===== src/rtl/mupiano_pkg.sv =====
// Shared types and tables for the MuPiano voice allocator.
// Holds the note type, event decode helper, scancode->note table and FSM states.
package mupiano_pkg;

    typedef logic [5:0] note_t;

    localparam logic [7:0] SC_BREAK  = 8'hF0;
    localparam note_t      NOTE_NONE = 6'd0;

    typedef enum logic [1:0] {
        IDLE,
        LOOK,
        MATCH,
        COMMIT
    } state_t;

    typedef struct packed {
        logic       is_break;
        logic [7:0] code;
    } event_t;

    // Split a 16-bit key event into break flag and scancode.
    function automatic event_t decode_event(input logic [15:0] kv);
        event_t ev;
        ev.is_break = (kv[15:8] == SC_BREAK);
        ev.code     = kv[7:0];
        return ev;
    endfunction

    // Home row carries the white keys (A S D F G H J K L ; '),
    // the row above carries the black keys (W E T Y U O P).
    // Returns {valid, note}; note 0 is reserved for "no note".
    function automatic logic [6:0] scan_to_note(input logic [7:0] code);
        logic [6:0] r;
        case (code)
            8'h1C:   r = {1'b1, 6'd1};
            8'h1B:   r = {1'b1, 6'd2};
            8'h23:   r = {1'b1, 6'd3};
            8'h2B:   r = {1'b1, 6'd4};
            8'h34:   r = {1'b1, 6'd5};
            8'h33:   r = {1'b1, 6'd6};
            8'h3B:   r = {1'b1, 6'd7};
            8'h42:   r = {1'b1, 6'd8};
            8'h4B:   r = {1'b1, 6'd9};
            8'h4C:   r = {1'b1, 6'd10};
            8'h52:   r = {1'b1, 6'd11};
            8'h1D:   r = {1'b1, 6'd12};
            8'h24:   r = {1'b1, 6'd13};
            8'h2C:   r = {1'b1, 6'd14};
            8'h35:   r = {1'b1, 6'd15};
            8'h3C:   r = {1'b1, 6'd16};
            8'h44:   r = {1'b1, 6'd17};
            8'h4D:   r = {1'b1, 6'd18};
            default: r = {1'b0, NOTE_NONE};
        endcase
        return r;
    endfunction

endpackage


===== src/rtl/scan2note.sv =====
// Combinational scancode to note lookup.
module scan2note
    import mupiano_pkg::*;
(
    input  logic [7:0] code,
    output logic       valid,
    output note_t      note
);

    // Table lookup, no state.
    always_comb begin
        {valid, note} = scan_to_note(code);
    end

endmodule


===== src/rtl/voice_allocator.sv =====
// Polyphonic voice scheduler: maps key make/break events onto NVOICES voices.
// Build option VOICE_STEAL_EN: when defined, a make with every voice busy steals
// the oldest voice; when undefined, that make is discarded and `dropped` pulses.
module voice_allocator
    import mupiano_pkg::*;
#(
    parameter int NVOICES = 4,
    parameter int AGEW    = 8
) (
    input  logic                   clk,
    input  logic                   rst,
    input  logic [15:0]            keycodev,
    input  logic                   start,
    output logic [NVOICES-1:0]     voice_gate,
    output logic [6*NVOICES-1:0]   voice_note,
    output logic [NVOICES-1:0]     voice_trig,
    output logic                   busy,
    output logic                   overrun,
    output logic                   dropped
);

    state_t              state;
    event_t              evt;
    event_t              pend;
    logic                pend_valid;
    note_t               ev_note;
    note_t               notes [NVOICES];
    logic [NVOICES-1:0]  hit;
    logic [NVOICES-1:0]  free;
    logic [NVOICES-1:0]  oldest;
    logic [NVOICES-1:0]  hit_c;
    logic [NVOICES-1:0]  free_c;
    logic [NVOICES-1:0]  oldest_c;
    logic [NVOICES-1:0]  choose;
    logic                lk_valid;
    note_t               lk_note;
    logic                fin;

    scan2note u_scan2note (
        .code  (evt.code),
        .valid (lk_valid),
        .note  (lk_note)
    );

    // The current event finishes in COMMIT, or early in LOOK when unmapped.
    assign fin = (state == COMMIT) || ((state == LOOK) && !lk_valid);

    // Lowest free voice wins; otherwise fall back to the oldest (zero when stealing is off).
    assign choose = (|free) ? (free & (~free + NVOICES'(1))) : oldest;

    // Per-voice hit and free vectors against the registered event note.
    always_comb begin
        hit_c  = '0;
        free_c = '0;
        for (int i = 0; i < NVOICES; i++) begin
            hit_c[i]  = voice_gate[i] && (notes[i] == ev_note);
            free_c[i] = !voice_gate[i];
        end
    end

`ifdef VOICE_STEAL_EN
    logic [AGEW-1:0] age [NVOICES];

    // One-hot of the oldest gated voice; strict compare keeps the lowest index on ties.
    always_comb begin
        logic [AGEW-1:0] best;
        logic            found;
        oldest_c = '0;
        best     = '0;
        found    = 1'b0;
        for (int i = 0; i < NVOICES; i++) begin
            if (voice_gate[i] && (!found || age[i] > best)) begin
                oldest_c    = '0;
                oldest_c[i] = 1'b1;
                best        = age[i];
                found       = 1'b1;
            end
        end
    end

    // Age bookkeeping: reset on assign/release, saturating increment for the others.
    always_ff @(posedge clk or posedge rst) begin
        if (rst) begin
            oldest <= '0;
            for (int i = 0; i < NVOICES; i++) age[i] <= '0;
        end else begin
            if (state == MATCH) oldest <= oldest_c;
            if (state == COMMIT) begin
                for (int i = 0; i < NVOICES; i++) begin
                    if (evt.is_break) begin
                        if (hit[i]) age[i] <= '0;
                    end else if ((hit == '0) && (choose != '0)) begin
                        if (choose[i])
                            age[i] <= '0;
                        else if (voice_gate[i] && (age[i] != '1))
                            age[i] <= age[i] + AGEW'(1);
                    end
                end
            end
        end
    end
`else
    // No ages are kept in this build, so there is never an oldest voice to steal.
    assign oldest_c = '0;
    assign oldest   = {NVOICES{AGEW < 1}};
`endif

    // Sequencer FSM, event/pending registers and voice state.
    always_ff @(posedge clk or posedge rst) begin
        if (rst) begin
            state      <= IDLE;
            evt        <= '0;
            pend       <= '0;
            pend_valid <= 1'b0;
            ev_note    <= NOTE_NONE;
            hit        <= '0;
            free       <= '0;
            voice_gate <= '0;
            voice_trig <= '0;
            busy       <= 1'b0;
            overrun    <= 1'b0;
            dropped    <= 1'b0;
            for (int i = 0; i < NVOICES; i++) notes[i] <= NOTE_NONE;
        end else begin
            voice_trig <= '0;
            overrun    <= 1'b0;
            dropped    <= 1'b0;

            if (start && (state != IDLE)) begin
                if (pend_valid) begin
                    overrun <= 1'b1;
                end else if (!fin) begin
                    pend       <= decode_event(keycodev);
                    pend_valid <= 1'b1;
                end
            end

            case (state)
                IDLE: begin
                    if (start) begin
                        evt   <= decode_event(keycodev);
                        state <= LOOK;
                        busy  <= 1'b1;
                    end
                end
                LOOK: begin
                    ev_note <= lk_note;
                    if (lk_valid) state <= MATCH;
                end
                MATCH: begin
                    hit   <= hit_c;
                    free  <= free_c;
                    state <= COMMIT;
                end
                COMMIT: begin
                    if (evt.is_break) begin
                        for (int i = 0; i < NVOICES; i++) begin
                            if (hit[i]) begin
                                voice_gate[i] <= 1'b0;
                                notes[i]      <= NOTE_NONE;
                            end
                        end
                    end else if (hit == '0) begin
                        if (choose == '0) dropped <= 1'b1;
                        for (int i = 0; i < NVOICES; i++) begin
                            if (choose[i]) begin
                                voice_gate[i] <= 1'b1;
                                notes[i]      <= ev_note;
                                voice_trig[i] <= 1'b1;
                            end
                        end
                    end
                end
                default: state <= IDLE;
            endcase

            // Chain straight into the next event when one is waiting.
            if (fin) begin
                if (pend_valid) begin
                    evt        <= pend;
                    pend_valid <= 1'b0;
                    state      <= LOOK;
                end else if (start) begin
                    evt   <= decode_event(keycodev);
                    state <= LOOK;
                end else begin
                    state <= IDLE;
                    busy  <= 1'b0;
                end
            end
        end
    end

    // Flatten the note registers onto the output bus.
    always_comb begin
        voice_note = '0;
        for (int i = 0; i < NVOICES; i++) voice_note[6*i +: 6] = notes[i];
    end

endmodule


===== config.mk =====
export PLATFORM = sky130hd
export DESIGN_NAME = voice_allocator
export DESIGN_NICKNAME = d
export VERILOG_FILES = /design/src/rtl/mupiano_pkg.sv /design/src/rtl/scan2note.sv /design/src/rtl/voice_allocator.sv
export SDC_FILE = /design/constraint.sdc
export NUM_CORES = 1
export LEC_CHECK = 0
export CAP_MARGIN = 10
export CORE_MARGIN = 3
export CORE_UTILIZATION = 49
export CTS_CLUSTER_SIZE = 25
export DETAILED_ROUTE_END_ITERATION = 7
export HOLD_SLACK_MARGIN = 0.08
export PLACE_DENSITY = 0.76
export SLEW_MARGIN = 20
export SYNTH_ARGS = -nofsm -noshare
export SYNTH_HDL_FRONTEND = slang
export SYNTH_HIERARCHICAL = 1
export SYNTH_SLANG_ARGS = --single-unit

===== constraint.sdc =====
create_clock -name clk -period 2.3 [get_ports clk]
set_clock_uncertainty 0.05 [all_clocks]
set_input_delay 0.46 -clock clk [delete_from_list [all_inputs] [get_ports clk]]
set_output_delay 0.46 -clock clk [all_outputs]
set_load 0.005 [all_outputs]

==> After elaboration in Yosys (flattened, before gate mapping) <==
Index checks and enable logic that the tools add are counted.
{ "totals": {"ff_bits": 70, "in_bits": 19} }
{ "op_classes": {"bitwise": 4, "n_mux": 56, "n_eq_ne": 32, "reduce_logical": 29, "n_addsub": 1} }
{ "ops": {"columns": ["cell", "n"], "rows": [
  ["7-bit case mux with 18 select lines", 1],
  ["8-bit by 6-bit == test with 1-bit output (second input constant)", 9],
  ["8-bit by 7-bit == test with 1-bit output (second input constant)", 6],
  ["24-bit two-way mux", 2],
  ["6-bit two-way mux", 8],
  ["9-bit two-way mux", 5],
  ["1-bit two-way mux", 30],
  ["6-bit == test", 4],
  ["8-bit by 5-bit == test with 1-bit output (second input constant)", 3],
  ["4-bit two-way mux", 6],
  ["4-bit AND reduction", 4],
  ["2-bit nonzero test", 6],
  ["8-bit == test (second input constant)", 1],
  ["4-bit logical NOT", 2],
  ["2-bit by 1-bit inequality test with 1-bit output (second input constant)", 4],
  ["1-bit logical AND", 6],
  ["2-bit two-way mux", 3],
  ["3-bit inequality test (second input constant)", 2],
  ["2-bit case mux with 3 select lines", 1],
  ["3-bit AND reduction", 2],
  ["1-bit logical NOT", 5],
  ["4-bit by 1-bit adder with 4-bit output (second input constant)", 1],
  ["4-bit bitwise AND", 1],
  ["2-bit == test (second input constant)", 2],
  ["7 further kinds", 8]
]} }

==> Logic depth before layout (Yosys ltp) <==
Gate-level depths: netlist (run 1).
{ "logic_depth": {"depth_word": 10, "mapped_depth": 10, "depth_no_buf": 8} }

==> Cells and area by module <==
Netlist (run 1), hierarchy kept.
{ "modules_own_cells": {"columns": ["mod", "cells_each", "seq_area_each_um2", "area_per_inst_um2", "instances"], "rows": [
  ["voice_allocator", 323, 1751.7, 3244.4, 1],
  ["scan2note", 59, 0.0, 462.9, 1]
]} }

==> Worst setup path after synthesis (run 1) <==
OpenSTA, ideal clock, no wires.
{ "synth_timing": {"path_kind": "reg-to-reg", "startpoint": "reg with a tool-made name", "endpoint": "reg pend[0] (netlist name)", "stages_incl_launch_ff": 11, "period_less_slack_ns": 2.500, "arrival_ns": 2.325, "t_required_ns": 2.125, "slack_ns": -0.200, "n_path_buf": 2, "cell_sequence": "dfrtp_1 buf_6 or4b_4 a2bb2oi_2 a21oi_1 nand4_1 nor2b_1 nor2_1 and3_1 clkbuf_1 mux2_2"} }
{ "synth_lines": {"columns": ["element", "line_no", "text"], "rows": [
  ["end signal, assigned", "voice_allocator.sv:133", "pend <= decode_event(keycodev);"],
  ["end, declared", "voice_allocator.sv:24", "event_t pend;"]
]} }

==> impl_metrics.tcl, run 1 <==
set metrics [dict create \
    synth_area_leader_cell "dfrtp_1" \
    htree_levels 3 \
    num_vias 3183 \
    fp.coreArea_um2 7292 \
    cts_tree "done" \
    synth_most_common_cell "dfrtp_1" \
    worstPathRequired_ns 2.49 \
    ant_nets 0 \
    leakagePower_uw 0.002231 \
    timing.hold.ws_ns 0.4478 \
    placedCellCount 545 \
    wl_per_cell_um 16.45 \
    drv_slew 0 \
    via_per_inst 5.555 \
    hold_violations 0 \
    synth_top_area_frac 0.4725 \
    synth_cell_types 61 \
    setup_viol 13 \
    grt_pass1_vias 3201 \
    dp_hpwl_um 6326 \
    min_period_ns 2.338 \
    grt-ovfl-total 0 \
    cp-end-kind "register" \
    synth_edf_count 0 \
    finalNonFillerCells 573 \
    fmaxAchievable_ghz 0.4278 \
    cp_slowest_cell "or4b_4" \
    port_buffers 53 \
    syn_inst 382 \
    die_w_um 92.98 \
    rr_endpoint "pend[1]" \
    antenna_found_initial 0 \
    timing.final.crit_share 1.016 \
    violations "negative setup slack" \
    worst-r2r-setup-slack_ns -0.04 \
    critPathTopFamily "simple AND/OR/NAND/NOR gates" \
    vdd_ir_drop_max_mv 0.7796 \
    fin_nets 493 \
    yosys_warnings 6 \
    netlist_top_cells_count "70 x dfrtp_1, 59 x nand2_1, 25 x o21ai_0, 18 x nor2_1, 16 x a21oi_1" \
    fin_ws_ns -0.03776 \
    gp_congestion 0.8441 \
    grt_pass1_wl_um 15150 \
    drive_above_1_share 0.2532 \
    power_density_nw_per_um2 1363 \
    start_util 0.5084 \
    path_buf_inv 1 \
    synth_area_leaders "dfrtp_1 47%, nand2_1 6.0%, mux2_2 4.6%, o21ai_0 3.4%, xnor2_1 3.3%" \
    fin_tns_setup_ns -0.2716 \
    cp-start-kind "register" \
    detailedRoute.firstPassIterationCount 5 \
    drt_iter0_markers 156 \
    syn_nets 406 \
    worstPathMaxFanout 4 \
    drc 0 \
    clock_path_buffers 2 \
    wirelength_um 9423 \
    ios 54 \
    cts_sinks 70 \
    path_clk_slew_ns 0.08 \
    post-route-util 0.6935 \
    core.rowCount 31 \
    grt_usage 0.2232 \
    worst_path_largest_cell_delay_ns 0.54 \
    dieArea_um2 8645 \
    numCtsBuffers 9 \
    holdCritPathClass "input pin to async pin" \
    seq_area_frac_synth 0.4725 \
    area_delta_synth_final_pct 36.42 \
    die_y_um 92.98 \
    outcome "finished, violations left" \
    cp.arrival_ns 2.53 \
    syn_area_per_cell_um2 9.705 \
    synthArstFlopShare 1.000 \
    root_buffer "clkbuf_8" \
    grt_start_max_net_pins 71 \
    cp_num_cells 9 \
    worstSetupPathType "register to register" \
    diodes 0 \
    syn_area_um2 3707 \
    maxCapViolCount 0 \
    rr_worst_depth 9 \
    cp_cell_sequence "or4b_4 -> a2bb2oi_2 -> a21oi_2 -> nand4_1 -> nor2b_2 -> nor2_2 -> and3_4 -> clkbuf_16 -> mux2_4" \
    rsz0062_at_grt "true" \
    yosys_register_bits 70 \
    insertion_delay_ns 0.36 \
    crit_end "pend[1]" \
    power_uw 6891 \
    synthFlopType "dfrtp_1" \
]
cell usage in the layout, fill, tap and decap left out, types with 3 or more instances in the layout:
cell | netlist | routed
mux2_2 | 15 | 4
xnor2_1 | 14 | 13
nor2_1 | 18 | 16
nor4_1 | 6 | 5
or3_1 | 3 | 3
clkbuf_8 | 0 | 9
dfrtp_1 | 70 | 65
and4b_1 | 3 | 3
nand4_1 | 6 | 6
nand3_1 | 13 | 13
a2bb2oi_2 | 1 | 3
mux2_4 | 0 | 11
a21oi_1 | 16 | 11
nor3_1 | 9 | 8
nand2_1 | 59 | 56
xor2_1 | 12 | 12
buf_6 | 2 | 5
inv_1 | 15 | 14
o21ai_0 | 25 | 25
dfrtp_2 | 0 | 5
mux2i_1 | 4 | 4
a2bb2oi_1 | 8 | 6
a21oi_2 | 0 | 5
clkdlybuf4s50_1 | 0 | 53
o21ai_1 | 6 | 6
buf_4 | 2 | 41
ha_1 | 5 | 5
a31oi_1 | 3 | 3
how the worst min path moves through the flow:
| stage | from | to | slack (ns) | cells after the start |
|---|---|---|---|---|
| 4_1_cts | free[3] | dropped | 0.45 | 1 |
| 3_5_place_dp | free[3] | dropped | 0.41 | 1 |
| 5_1_grt | free[3] | dropped | 0.45 | 1 |
| 6_report | rst | pend[7] | 0.45 | 3 |
| 2_1_floorplan | free[3] | dropped | 0.38 | 1 |
| 3_3_place_gp | free[3] | dropped | 0.41 | 1 |
logic make-up after synthesis:
family | after synthesis | share of synthesized area
DFF | 70 | 0.4725
adders and majority gates | 5 | 0.01687
xor gates and xnor gates | 26 | 0.06142
muxes | 19 | 0.05636
buffers and inverters | 41 | 0.04994
other | 1 | 0.001012
and+or+nand+nor | 143 | 0.2065
AOI/OAI and AO/OA | 77 | 0.1353
metal layers:
metal  track usage  share of wire
met1        0.2828           0.43
met5             0              0
met3       0.04344          0.047
met4        0.1050          0.022
met2        0.3683           0.50
worst reg2reg max path, cell delays in order (launching register included):
cell       delay (ns)
dfrtp_1          0.42
or4b_4           0.54
a2bb2oi_2        0.14
a21oi_2          0.06
nand4_1          0.14
nor2b_2          0.07
nor2_2           0.12
and3_4           0.24
clkbuf_16        0.15
mux2_4           0.29
final cells by class:
| type | instances | area, µm² |
|---|---|---|
| Timing Repair Buffer | 102 | 959.7 |
| Tap cell | 99 | 123.9 |
| Sequential cell | 70 | 1758 |
| Inverter | 15 | 56.30 |
| Clock inverter | 7 | 105.1 |
| Fill cell | 576 | 2235 |
| Multi-Input combinational cell | 271 | 1931 |
| Clock buffer | 9 | 123.9 |
per-stage QoR:
stage | area [µm²] | setup slack [ns]
5_1_grt | 5057 | -0.1353
4_1_cts | 4882 | -0.01716
3_3_place_gp | 4546 | -0.004623
6_report | 5057 | -0.03776
2_1_floorplan | 3727 | -0.01343
3_5_place_dp | 4546 | -0.07475
power breakdown:
part           total, µW  internal (µW)  switching [µW]
combinational       3430           1910            1510
sequential          2320           1690             636
clock               1140            627             515
total               6890           4230            2660
repair_timing:
action	CTS	global route
setup endpoints to repair	20	22
cloned	0	1
hold buffers	0	0
gates resized for setup	23	23
endpoints found under the hold margin	0	0
pin swaps	8	6
buffers inserted	6	5
Power figures use the tool's default switching activity.
==> inputs of run 2 (changes only) <==
- CORE_UTILIZATION: 49 -> 50
- HOLD_SLACK_MARGIN: 0.08 -> 0.05
- PLACE_DENSITY: 0.76 -> 0.74
- clock period: 2.3 -> 2.5 ns (I/O delays scaled with it)
==> run 2 against run 1 <==
  * The run now ends clean
  * Combinational power is 27% lower
  * Fmax is 3.7% lower
  * Count of clock-buffer cells in the layout stayed put
  * Routed wire length decreased by 13%
  * Global-route usage fell by 1.7 points
  * Critical path type unchanged
  * Largest cell class unchanged
==> impl_metrics.tcl, run 2 (synthesized netlist as in run 1, its figures left out) <==
set metrics [dict create \
    outcome "finished clean" \
    num_vias 3046 \
    worstPathRequired_ns 2.68 \
    worstPathMaxFanout 9 \
    drv_slew 0 \
    post-route-util 0.6731 \
    met3_usage 0.04102 \
    maxCapViolCount 0 \
    p_seq_frac 0.381 \
    fp.coreArea_um2 6982 \
    swShare 0.3890 \
    grt_usage 0.2065 \
    leakagePower_uw 0.002037 \
    ant_nets 0 \
    p_int_uw 3399 \
    die_w_um 92.11 \
    dp_hpwl_um 6200 \
    fin_tns_setup_ns 0 \
    design_area_um2 4700 \
    final_cell_mix "65 x dfrtp_1, 59 x nand2_1, 53 x clkdlybuf4s50_1, 25 x o21ai_0, 24 x buf_4" \
    grt_use_met2 0.3254 \
    fin_ws_ns 0.07135 \
    hold_violations 0 \
    wl_per_cell_um 14.94 \
    setup_viol 0 \
    comb_power_share 0.453 \
    cts_sinks 70 \
    vdd_ir_drop_max_mv 0.5964 \
    gp_congestion 0.9679 \
    cp-start-kind "register" \
    detailedRoute.firstPassIterationCount 5 \
    worstSetupPathType "register to register" \
    min_period_ns 2.429 \
    placed_cell_area_um2 4432 \
    root_buffer "clkbuf_8" \
    grt-ovfl-total 0 \
    max_slew_margin 0.6646 \
    cp-end-kind "register" \
    grt_start_max_net_pins 27 \
    area_delta_synth_final_pct 26.76 \
    path_clk_slew_ns 0.07 \
    ios 54 \
    rsz0062_at_grt "true" \
    port_buffers 53 \
    diodes 0 \
    drive_above_1_share 0.1814 \
    drt_iter0_markers 288 \
    numCtsBuffers 9 \
    insertion_delay_ns 0.35 \
    die_y_um 92.11 \
    power_density_nw_per_um2 1184 \
    tightest_slew_ns 0.5023 \
    fmaxAchievable_ghz 0.4118 \
    cp.arrival_ns 2.61 \
    grt.busiest_layer "met2" \
    antenna_found_initial 0 \
    fin_nets 471 \
    via_per_inst 5.558 \
    rr_endpoint "pend[1]" \
    timing.final.crit_share 0.9715 \
    mostFrequentLayoutCell "dfrtp_1" \
    clock_path_buffers 2 \
    drc 0 \
    post-place-ws_ns 0.007634 \
    hold_path_end "dropped" \
    cts_tree "done" \
    rr_worst_depth 9 \
    use_met1 0.2864 \
    hold_depth 1 \
    wirelength_um 8186 \
    htree_levels 3 \
    start_util 0.5310 \
    grt_pass1_wl_um 14170 \
    holdCritPathClass "register to register" \
    grt_pass1_vias 2971 \
    dieArea_um2 8484 \
    switchingPower_uw 2164 \
    min_from "free[3]" \
    pwr-share-clk 0.165 \
    worst-r2r-setup-slack_ns 0.07 \
    core.rowCount 30 \
]
==> run 2: changes by cell type in the layout (fill, tap and decap cells not counted), sizes merged <==
cell / before / now
bufinv: 2 / 1
clkinv: 1 / 4
clkbuf: 10 / 9
buf: 48 / 27
inv: 18 / 16
==> run 2: worst max path at each step <==
stage / end
5_1_grt: pend[1]
4_1_cts: pend[1]
3_5_place_dp: pend[1]
6_report: pend[1]
2_1_floorplan: pend[0]
3_3_place_gp: pend[8]
==> run 2: power groups by stage <==
| stage | sequential (µW) | combinational [µW] | clock [µW] |
|---|---|---|---|
| 6_report | 2120 | 2520 | 918 |
| 5_1_grt | 2210 | 2810 | 986 |
| 4_1_cts | 2120 | 2430 | 930 |
| 3_5_place_dp | 2140 | 2420 | 0 |
| 3_3_place_gp | 2110 | 2340 | 0 |
| 2_1_floorplan | 1880 | 1750 | 0 |
==> run 2: repair_timing <==
item                       CTS  global route
pin swaps                    0             2
buffers inserted             0             5
setup endpoints to repair    9            19
hold buffers                 0             0
gates resized for setup      2             8
==> run 2: routing by layer <==
metal / part of all wire / vias to the layer above
met4: 0.018 / 0
met1: 0.45 / 1450
met3: 0.055 / 16
li1: - / 1464
met5: 0 / -
met2: 0.47 / 116
==> run 2: final cells by class <==
class,instances,area (µm²)
Inverter,15,56.30
Tap cell,96,120.1
Clock inverter,7,73.82
Fill cell,560,2282
Multi-Input combinational cell,271,1797
Timing Repair Buffer,80,770.7
Clock buffer,9,123.9
Sequential cell,70,1758
==> run 2: stage by stage <==
stage                     hold WS [ns]  total power [µW]  std cells
after CTS                       0.4247              5482        543
final                           0.4216              5562        548
after global routing            0.4500              6006        548
after detailed placement        0.4137              4559        527
after global placement          0.3997              4456        527
after floorplan                 0.3839              3628        382
==> run 2: worst max-delay path, stage by stage, from the launching register on <==
cell	delay, ns
dfrtp_2	0.45
or4b_4	0.55
a2bb2oi_2	0.13
a21oi_1	0.07
nand4_1	0.13
nor2b_2	0.07
nor2_1	0.18
and3_4	0.23
buf_12	0.12
mux2_2	0.33
